--- src/rtl/uart_rx_sched.sv ---
// rtl/uart_rx_sched.sv - UART receive scheduler: receiver gating, frame timeout, byte FIFO, sticky status
// Optional feature macro: UART_RX_SCHED_BYTECNT_EN adds a saturating byte_count output.
module uart_rx_sched #(
  parameter int DEPTH          = 4,
  parameter int TIMEOUT_CYCLES = 1760
) (
  input  logic                     MHz10,
  input  logic                     nrst,
  input  logic                     enable,
  input  logic                     rx_begin,
  input  logic                     rx_done,
  input  logic [7:0]               rx_data,
  output logic                     rx_en,
  output logic                     rx_abort,
  output logic [7:0]               out_data,
  output logic                     out_valid,
  input  logic                     out_ready,
  output logic [$clog2(DEPTH):0]   fifo_count,
  output logic                     overflow,
  output logic                     timeout,
`ifdef UART_RX_SCHED_BYTECNT_EN
  output logic [15:0]              byte_count,
`endif
  input  logic                     clear_err
);

  localparam int PTR_W = $clog2(DEPTH);
  localparam int CNT_W = PTR_W + 1;
  localparam int TMR_W = $clog2(TIMEOUT_CYCLES + 1);

  localparam logic [TMR_W-1:0] TMR_LAST = TMR_W'(TIMEOUT_CYCLES - 1);
  localparam logic [CNT_W-1:0] CNT_FULL = CNT_W'(DEPTH);

  localparam logic [1:0] ST_OFF  = 2'd0;
  localparam logic [1:0] ST_IDLE = 2'd1;
  localparam logic [1:0] ST_BUSY = 2'd2;

  logic [1:0]       state_q, state_d;
  logic [TMR_W-1:0] timer_q, timer_d;
  logic             rx_en_q, rx_en_d;
  logic             rx_abort_q, rx_abort_d;
  logic             overflow_q, overflow_d;
  logic             timeout_q, timeout_d;
  logic [PTR_W-1:0] wr_ptr_q, wr_ptr_d;
  logic [PTR_W-1:0] rd_ptr_q, rd_ptr_d;
  logic [CNT_W-1:0] count_q, count_d;
  logic [7:0]       mem_q [DEPTH];
  logic [7:0]       mem_d [DEPTH];

  logic push;
  logic pop;
  logic full;
  logic wr_ok;
  logic drop;

  // Frame tracking: enable=0 forces OFF ahead of every other transition; timer only runs in BUSY.
  always_comb begin
    state_d    = state_q;
    timer_d    = timer_q;
    push       = 1'b0;
    rx_abort_d = 1'b0;
    if (!enable) begin
      state_d = ST_OFF;
    end else begin
      case (state_q)
        ST_OFF: begin
          state_d = ST_IDLE;
        end
        ST_IDLE: begin
          if (rx_done) begin
            push = 1'b1;
          end
          if (rx_begin) begin
            state_d = ST_BUSY;
            timer_d = '0;
          end
        end
        ST_BUSY: begin
          timer_d = timer_q + TMR_W'(1);
          if (rx_done) begin
            push    = 1'b1;
            state_d = ST_IDLE;
          end else if (timer_q == TMR_LAST) begin
            state_d    = ST_IDLE;
            rx_abort_d = 1'b1;
          end
        end
        default: begin
          state_d = ST_OFF;
        end
      endcase
    end
    rx_en_d = (state_d != ST_OFF);
  end

  // FIFO bookkeeping: a push into a full FIFO only lands if a pop frees the head slot in the same cycle.
  always_comb begin
    pop      = (count_q != '0) && out_ready;
    full     = (count_q == CNT_FULL);
    wr_ok    = push && (!full || pop);
    drop     = push && full && !pop;
    mem_d    = mem_q;
    wr_ptr_d = wr_ptr_q;
    rd_ptr_d = rd_ptr_q;
    count_d  = count_q;
    if (wr_ok) begin
      mem_d[wr_ptr_q] = rx_data;
      wr_ptr_d        = wr_ptr_q + PTR_W'(1);
    end
    if (pop) begin
      rd_ptr_d = rd_ptr_q + PTR_W'(1);
    end
    case ({wr_ok, pop})
      2'b10:   count_d = count_q + CNT_W'(1);
      2'b01:   count_d = count_q - CNT_W'(1);
      default: count_d = count_q;
    endcase
  end

  // Sticky error flags: a new error in the same cycle as clear_err keeps the flag set.
  always_comb begin
    overflow_d = (overflow_q && !clear_err) || drop;
    timeout_d  = (timeout_q && !clear_err) || rx_abort_d;
  end

  // State, FIFO and flag registers.
  always_ff @(posedge MHz10 or negedge nrst) begin
    if (!nrst) begin
      state_q    <= ST_OFF;
      timer_q    <= '0;
      rx_en_q    <= 1'b0;
      rx_abort_q <= 1'b0;
      overflow_q <= 1'b0;
      timeout_q  <= 1'b0;
      wr_ptr_q   <= '0;
      rd_ptr_q   <= '0;
      count_q    <= '0;
      for (int i = 0; i < DEPTH; i++) begin
        mem_q[i] <= 8'h00;
      end
    end else begin
      state_q    <= state_d;
      timer_q    <= timer_d;
      rx_en_q    <= rx_en_d;
      rx_abort_q <= rx_abort_d;
      overflow_q <= overflow_d;
      timeout_q  <= timeout_d;
      wr_ptr_q   <= wr_ptr_d;
      rd_ptr_q   <= rd_ptr_d;
      count_q    <= count_d;
      for (int i = 0; i < DEPTH; i++) begin
        mem_q[i] <= mem_d[i];
      end
    end
  end

`ifdef UART_RX_SCHED_BYTECNT_EN
  logic [15:0] byte_count_q, byte_count_d;

  // Saturating count of bytes actually stored; dropped bytes are not counted.
  always_comb begin
    byte_count_d = byte_count_q;
    if (clear_err) begin
      byte_count_d = 16'h0000;
    end else if (wr_ok && (byte_count_q != 16'hFFFF)) begin
      byte_count_d = byte_count_q + 16'd1;
    end
  end

  // Byte counter register.
  always_ff @(posedge MHz10 or negedge nrst) begin
    if (!nrst) begin
      byte_count_q <= 16'h0000;
    end else begin
      byte_count_q <= byte_count_d;
    end
  end

  assign byte_count = byte_count_q;
`endif

  // When empty, rd_ptr equals wr_ptr, so the most recently written byte sits one slot behind.
  assign out_valid  = (count_q != '0);
  assign out_data   = out_valid ? mem_q[rd_ptr_q] : mem_q[rd_ptr_q - PTR_W'(1)];
  assign fifo_count = count_q;
  assign rx_en      = rx_en_q;
  assign rx_abort   = rx_abort_q;
  assign overflow   = overflow_q;
  assign timeout    = timeout_q;

endmodule

--- config.mk ---
export PLATFORM = sky130hd
export DESIGN_NAME = uart_rx_sched
export DESIGN_NICKNAME = d
export VERILOG_FILES = /design/src/rtl/uart_rx_sched.sv
export SDC_FILE = /design/constraint.sdc
export NUM_CORES = 1
export LEC_CHECK = 0
export ABC_AREA = 1
export BUFFER_PORTS_ARGS = -buffer_cell sky130_fd_sc_hd__buf_2
export CAP_MARGIN = 0
export CORE_ASPECT_RATIO = 1.2
export CORE_MARGIN = 8
export CORE_UTILIZATION = 64
export DETAILED_ROUTE_END_ITERATION = 10
export PLACE_DENSITY = 0.85
export REMOVE_ABC_BUFFERS = 1
export SLEW_MARGIN = 20
export SYNTH_ARGS = -nofsm -noshare
export SYNTH_HDL_FRONTEND = slang
export SYNTH_SLANG_ARGS = --single-unit
--- constraint.sdc ---
create_clock -name MHz10 -period 6.75 [get_ports MHz10]
set_input_delay 1.35 -clock MHz10 [delete_from_list [all_inputs] [get_ports MHz10]]
set_output_delay 1.35 -clock MHz10 [all_outputs]
set_load 0.005 [all_outputs]
Yosys cells after proc, flatten, opt, wreduce, memory -nomap -nowiden
Index checks and enable logic that the tools add are counted.
{"block": "op_classes", "n_addsub": 6, "magnitude_cmp": 4, "n_eq_ne": 7, "n_mux": 25, "n_bitwise": 3, "n_reduce_logical": 20}
{"op": "$mux 8", "n": 6}
{"op": "$bmux 8 s2", "n": 2}
{"op": "$bwmux 32", "n": 1}
{"op": "$pmux 11 s2", "n": 1}
{"op": "$demux 8 s2", "n": 1}
{"op": "$add 11x1->11 const B", "n": 1}
{"op": "$eq 11x11->1 const B", "n": 1}
{"op": "$mux 11", "n": 1}
{"op": "$ge 3x3->1 const B", "n": 3}
{"op": "$not 2->3", "n": 3}
{"op": "$mux 2", "n": 4}
{"op": "$logic_and 1x1->1", "n": 7}
{"op": "$mux 1", "n": 7}
{"op": "$pmux 2 s3", "n": 1}
{"op": "$pmux 3 s2", "n": 1}
{"op": "$reduce_bool 2->1", "n": 3}
{"op": "$add 2x1->2 const B", "n": 2}
{"op": "$eq 2x1->1 const B", "n": 2}
{"op": "$eq 2x2->1 const B", "n": 2}
{"op": "$add 3x1->3 const B", "n": 1}
{"op": "$eq 3x3->1 const B", "n": 1}
{"op": "$logic_not 1->1", "n": 3}
{"op": "$logic_or 1x1->1", "n": 3}
{"op": "$lt 3x1->1 const B", "n": 1}
{"op": "other kinds (7)", "n": 7}
{"block": "word_totals", "register_bits": 56, "input_bits": 15, "output_inout_bits": 16, "wordCells": 78}

Depth between registers and ports, before layout
{"block": "logic_depth", "depth_word": 7, "mapped_depth": 11, "mapped_depth_nobuf": 10}

Worst setup path before layout
Ideal clock, no wire load.
{"block": "synth_timing", "path_type": "input to register", "from": "input port out_ready", "to": "register count_q[2] (netlist: fifo_count[2])", "setup_ns": 0.131, "arrival_time_ns": 2.768, "t_required_ns": 6.619, "path_slack_ns": 3.851, "cell_stages": 10, "path_buffers": 1, "cell_sequence": "nor2_1 nand2_2 nand4_4 buf_4 ha_1 inv_1 fa_1 a21oi_1 o21ai_0 xor2_1"}
{"block": "synth_between", "elab_chain_len": 5}
{"element": "from (decl)", "line_no": "17", "rtl": "input logic out_ready,"}
{"element": "$logic_and 1x1->1 *", "line_no": "98", "rtl": "pop = (count_q != '0) && out_ready;"}
{"element": "$logic_or 1x1->1", "line_no": "100", "rtl": "wr_ok = push && (!full || pop);"}
{"element": "$logic_and 1x1->1", "line_no": "100"}
{"element": "$eq 2x1->1 or $eq 2x2->1 (tied branches)", "line_no": "113", "rtl": "case ({wr_ok, pop})"}
{"element": "$pmux 3 s2 or $reduce_bool 2->1 (tied branches)"}
{"element": "to (signal assigned)", "line_no": "150", "rtl": "count_q <= count_d;"}
{"element": "to (decl)", "line_no": "46", "rtl": "logic [CNT_W-1:0] count_q, count_d;"}
Every way passes the cells marked *; elsewhere a longest branch is shown, timed or not.
A chain may end at the register's enable or synchronous reset.

Final worst setup path
{"block": "layout_timing", "from": "register rd_ptr_q[1]", "to": "output port out_data[0]"}
{"block": "layout_between", "elab_chain_len": 6}
{"element": "from (decl)", "line_no": "45", "rtl": "logic [PTR_W-1:0] rd_ptr_q, rd_ptr_d;"}
{"element": "from (signal assigned)", "line_no": "149", "rtl": "rd_ptr_q <= rd_ptr_d;"}
{"element": "$sub 2x1->2", "line_no": "184", "rtl": "assign out_data = out_valid ? mem_q[rd_ptr_q] : mem_q[rd_ptr_q - PTR_W'(1)];"}
{"element": "$not 2->3 (not written as such)", "line_no": "184"}
{"element": "$bmux 8 s2", "line_no": "184"}
{"element": "$mux 8 (not written as such) (2 in series)", "line_no": "184"}
{"element": "$mux 8 *", "line_no": "184"}
{"element": "to (decl)", "line_no": "15", "rtl": "output logic [7:0] out_data,"}
Every way passes the cells marked *; elsewhere a longest branch is shown, timed or not. The select of a mux whose other input is x is not followed.

==> impl_results.md <==
* Status: completed
* Later-pin clock latency in the skew report at roughly 310 ps
* Max-Cap Viols at 0
* Die W at 80.5 um
* Min cycle time layout at 3750 ps
* Netlist Area Pre-Place at 0.00319 mm^2
* Fin area at roughly 0.0034 mm^2
* Critical Path AT at 2400 ps
* Yosys cell types at 32
* Commonest non-fill, non-tap cell in the layout: nand2_1
* Post-CTS Setup Bufs at 0
* Initial antenna violation count at 0
* CTS resizes at 0
* Worst hold-check path type: reg -> reg
* Setup WS post-layout at 3000 ps
* Reg clk slew, reported paths at around 100 ps
* Critical Path RT at 5400 ps
* Num Clock Sinks at 56
* Cell Pwr Density at 393 mW/mm^2
* WHS Path Cells at 2
* DRC violations left at 0
* Placeable Area at 0.00487 mm^2
* Startpoint types: register
* Die area at 0.00752 mm^2
* Final wirelength at 7.33 mm
* CTS max path bufs at 2
* Setup violators final at 0
* Num CTS Buffers at 5
* Gp weighted congestion at 0.951
* Post-route ant nets at 0
* Flop pwr share at 41.8%
* P_sw at 576 uW
* Reg2Reg Depth at 9
* Unrepaired setup endpoints after global routing: false
* P_leak at roughly 0.0017 uW
* Core Util, Final at 70.5%
* Sw frac at between 40% and 50%
* Peak supply drop at 0.000196 V
* Worst-Margin Slew at 709 ps
* Clock Power Share at 14.0%
* Most frequent cells in the layout: nand2_1, o21ai_0, dfrtp_1, inv_1
* Final period util at between 50% and 60%
* Number of global-route vias before repair at between 2000 and 3000
* Comb pwr share at between 40% and 50%
* Critical path type: reg -> out
* Crit. End Element: output port
* R2R setup slack at around 4400 ps
* Worst r2r src: state_q[1]
* Worst Skew at 12.4 ps
* Pre-CTS setup slack at 3370 ps
* Gr usage total at 20.5%
* Max FO, Critical Path at 17
* Total I/O pin count at 31
* Hold Vio Cnt, Final at 0
* Starting Density at about two thirds
* DR vias at 2788
* Slew Viols, Final at 0
* Root Buffer: clkbuf_8
* Int Pwr at 772 uW
* CTS Hold Bufs at 0
* Fmax at 267 MHz
* Vias/cell at approximately 5.5
* Synth warn at 0
* Grt ovf at 0
* Port bufs at 30
* Detailed placer's ending HPWL at 5.22 mm
* Iteration-0 DRC Markers at between 150 and 200
* Hold_sp: overflow
* Setup tns final at 0 ps
* Final hold slack at approximately 500 ps
* Register area share after synthesis at 43.9%
* CTS H-tree lvls at 2
* Area after DPL at ~0.0033 mm^2
* Seq cells post-synth at 56
* R2r endpoint: fifo_count[2]
* Mean post-synth cell area at 7.61 um^2
* Drt wl/cell at 14.5 um
* Rel. slew slack at 52.8%
* Area delta synth->final at 7.44%
* Layout Nets at 471
* Inserted Diodes at 0
* Post-Syn Instances at 420
* Pin count of the biggest net entering global routing at 57
* First-pass GRT wire length at 12.3 mm
* Die Height at 93.4 um
* Row cnt at 28
* Layout cells sized above 1 at approximately 11%
* Hold path endpoint: overflow
* TritonCTS clock tree: built
* Router iterations before antenna repair at 4
## cells in the mapped netlist
library cell  count  area share (%)
buf_6             2            0.71
clkinv_1          1            0.12
a21o_1            1            0.24
nand2_2           3            0.59
nor3_1            2            0.31
inv_2             2            0.24
nor2_1           30             3.5
o22ai_1           7             1.4
nor2_2            3            0.59
nand3_1          13             2.0
nand4_4           1            0.67
o211ai_1          1            0.24
o31ai_1           1            0.24
nor2_4            3             1.1
xnor2_1           1            0.27
buf_2             5            0.78
o21a_1            1            0.24
o21ai_0          57             8.9
dfrtp_1          56              44
a22oi_1           2            0.47
inv_1            54             6.3
nand4_1           9             1.8
o21ai_1           3            0.47
xor2_1            4             1.1
clkbuf_1          1            0.12
a21oi_1          23             3.6
and2_1            4            0.78
ha_1             10             3.9
fa_1              1            0.63
o21bai_1          2            0.47
nand2_1         112              13
buf_4             5             1.2
## power by group through the flow
stage / clock network, uW / registers, uW / logic, uW
floorplan: 0 / 534 / 412
global placement: 0 / 562 / 574
detailed placement: 0 / 569 / 591
CTS: 193 / 561 / 599
global route: 207 / 579 / 680
finish: 189 / 564 / 596
## sequential cells by signal, indices dropped and copies added, names as in the netlist
| register | flops |
|---|---|
| rd_ptr_q | 2 |
| fifo_count | 3 |
| timer_q | 11 |
| rx_en | 1 |
| overflow | 1 |
| timeout | 1 |
| state_q | 2 |
| mem_q | 32 |
| wr_ptr_q | 2 |
| rx_abort | 1 |
## worst max-delay path, stage by stage, from the launching register on
cell,delay (ps)
dfrtp_1,750
inv_1,380
nor2_2,340
inv_1,110
nand2_1,140
nor2_1,60
o21a_1,190
buf_2,130
## stage by stage
stage | std cells | power (uW)
4_1_cts | 506 | 1350
3_5_place_dp | 498 | 1160
6_report | 506 | 1350
2_1_floorplan | 407 | 946
5_1_grt | 506 | 1470
3_3_place_gp | 498 | 1140
## layout make-up
type,instances,area [um^2]
sequential,56,1400
fill,394,1440
multi-input combinational,294,1490
tap,60,75.1
clock buffer,7,86.3
clock inverter,1,7.51
inverter,57,214
timing repair buffer,31,158
## kinds of logic after synthesis
| logic type | count (synthesis) | share of synthesized area (%) |
|---|---|---|
| and+or+nand+nor | 180 | 24.5 |
| AOI/OAI and AO/OA | 98 | 16.3 |
| buffers and inverters | 70 | 9.48 |
| DFF | 56 | 43.9 |
| adders and majority gates | 11 | 4.54 |
| xor gates and xnor gates | 5 | 1.37 |
## worst max path at each step
| stage | from | end | depth (start not counted) |
|---|---|---|---|
| 2_1_floorplan | rd_ptr_q[1] | out_data[0] | 6 |
| 3_3_place_gp | rd_ptr_q[1] | out_data[0] | 7 |
| 3_5_place_dp | rd_ptr_q[1] | out_data[0] | 7 |
| 4_1_cts | rd_ptr_q[1] | out_data[0] | 7 |
| 5_1_grt | rd_ptr_q[1] | out_data[3] | 8 |
| 6_report | rd_ptr_q[1] | out_data[0] | 7 |
## per-layer routing
metal / vias up / share of wire [%] / track usage (%)
met5: - / 0 / 0
met1: 1298 / 39 / 22.1
met2: 72 / 54 / 37.2
li1: 1402 / - / -
met3: 16 / 4.2 / 3.74
met4: 0 / 2.6 / 9.57
Power figures use the tool's default switching activity.
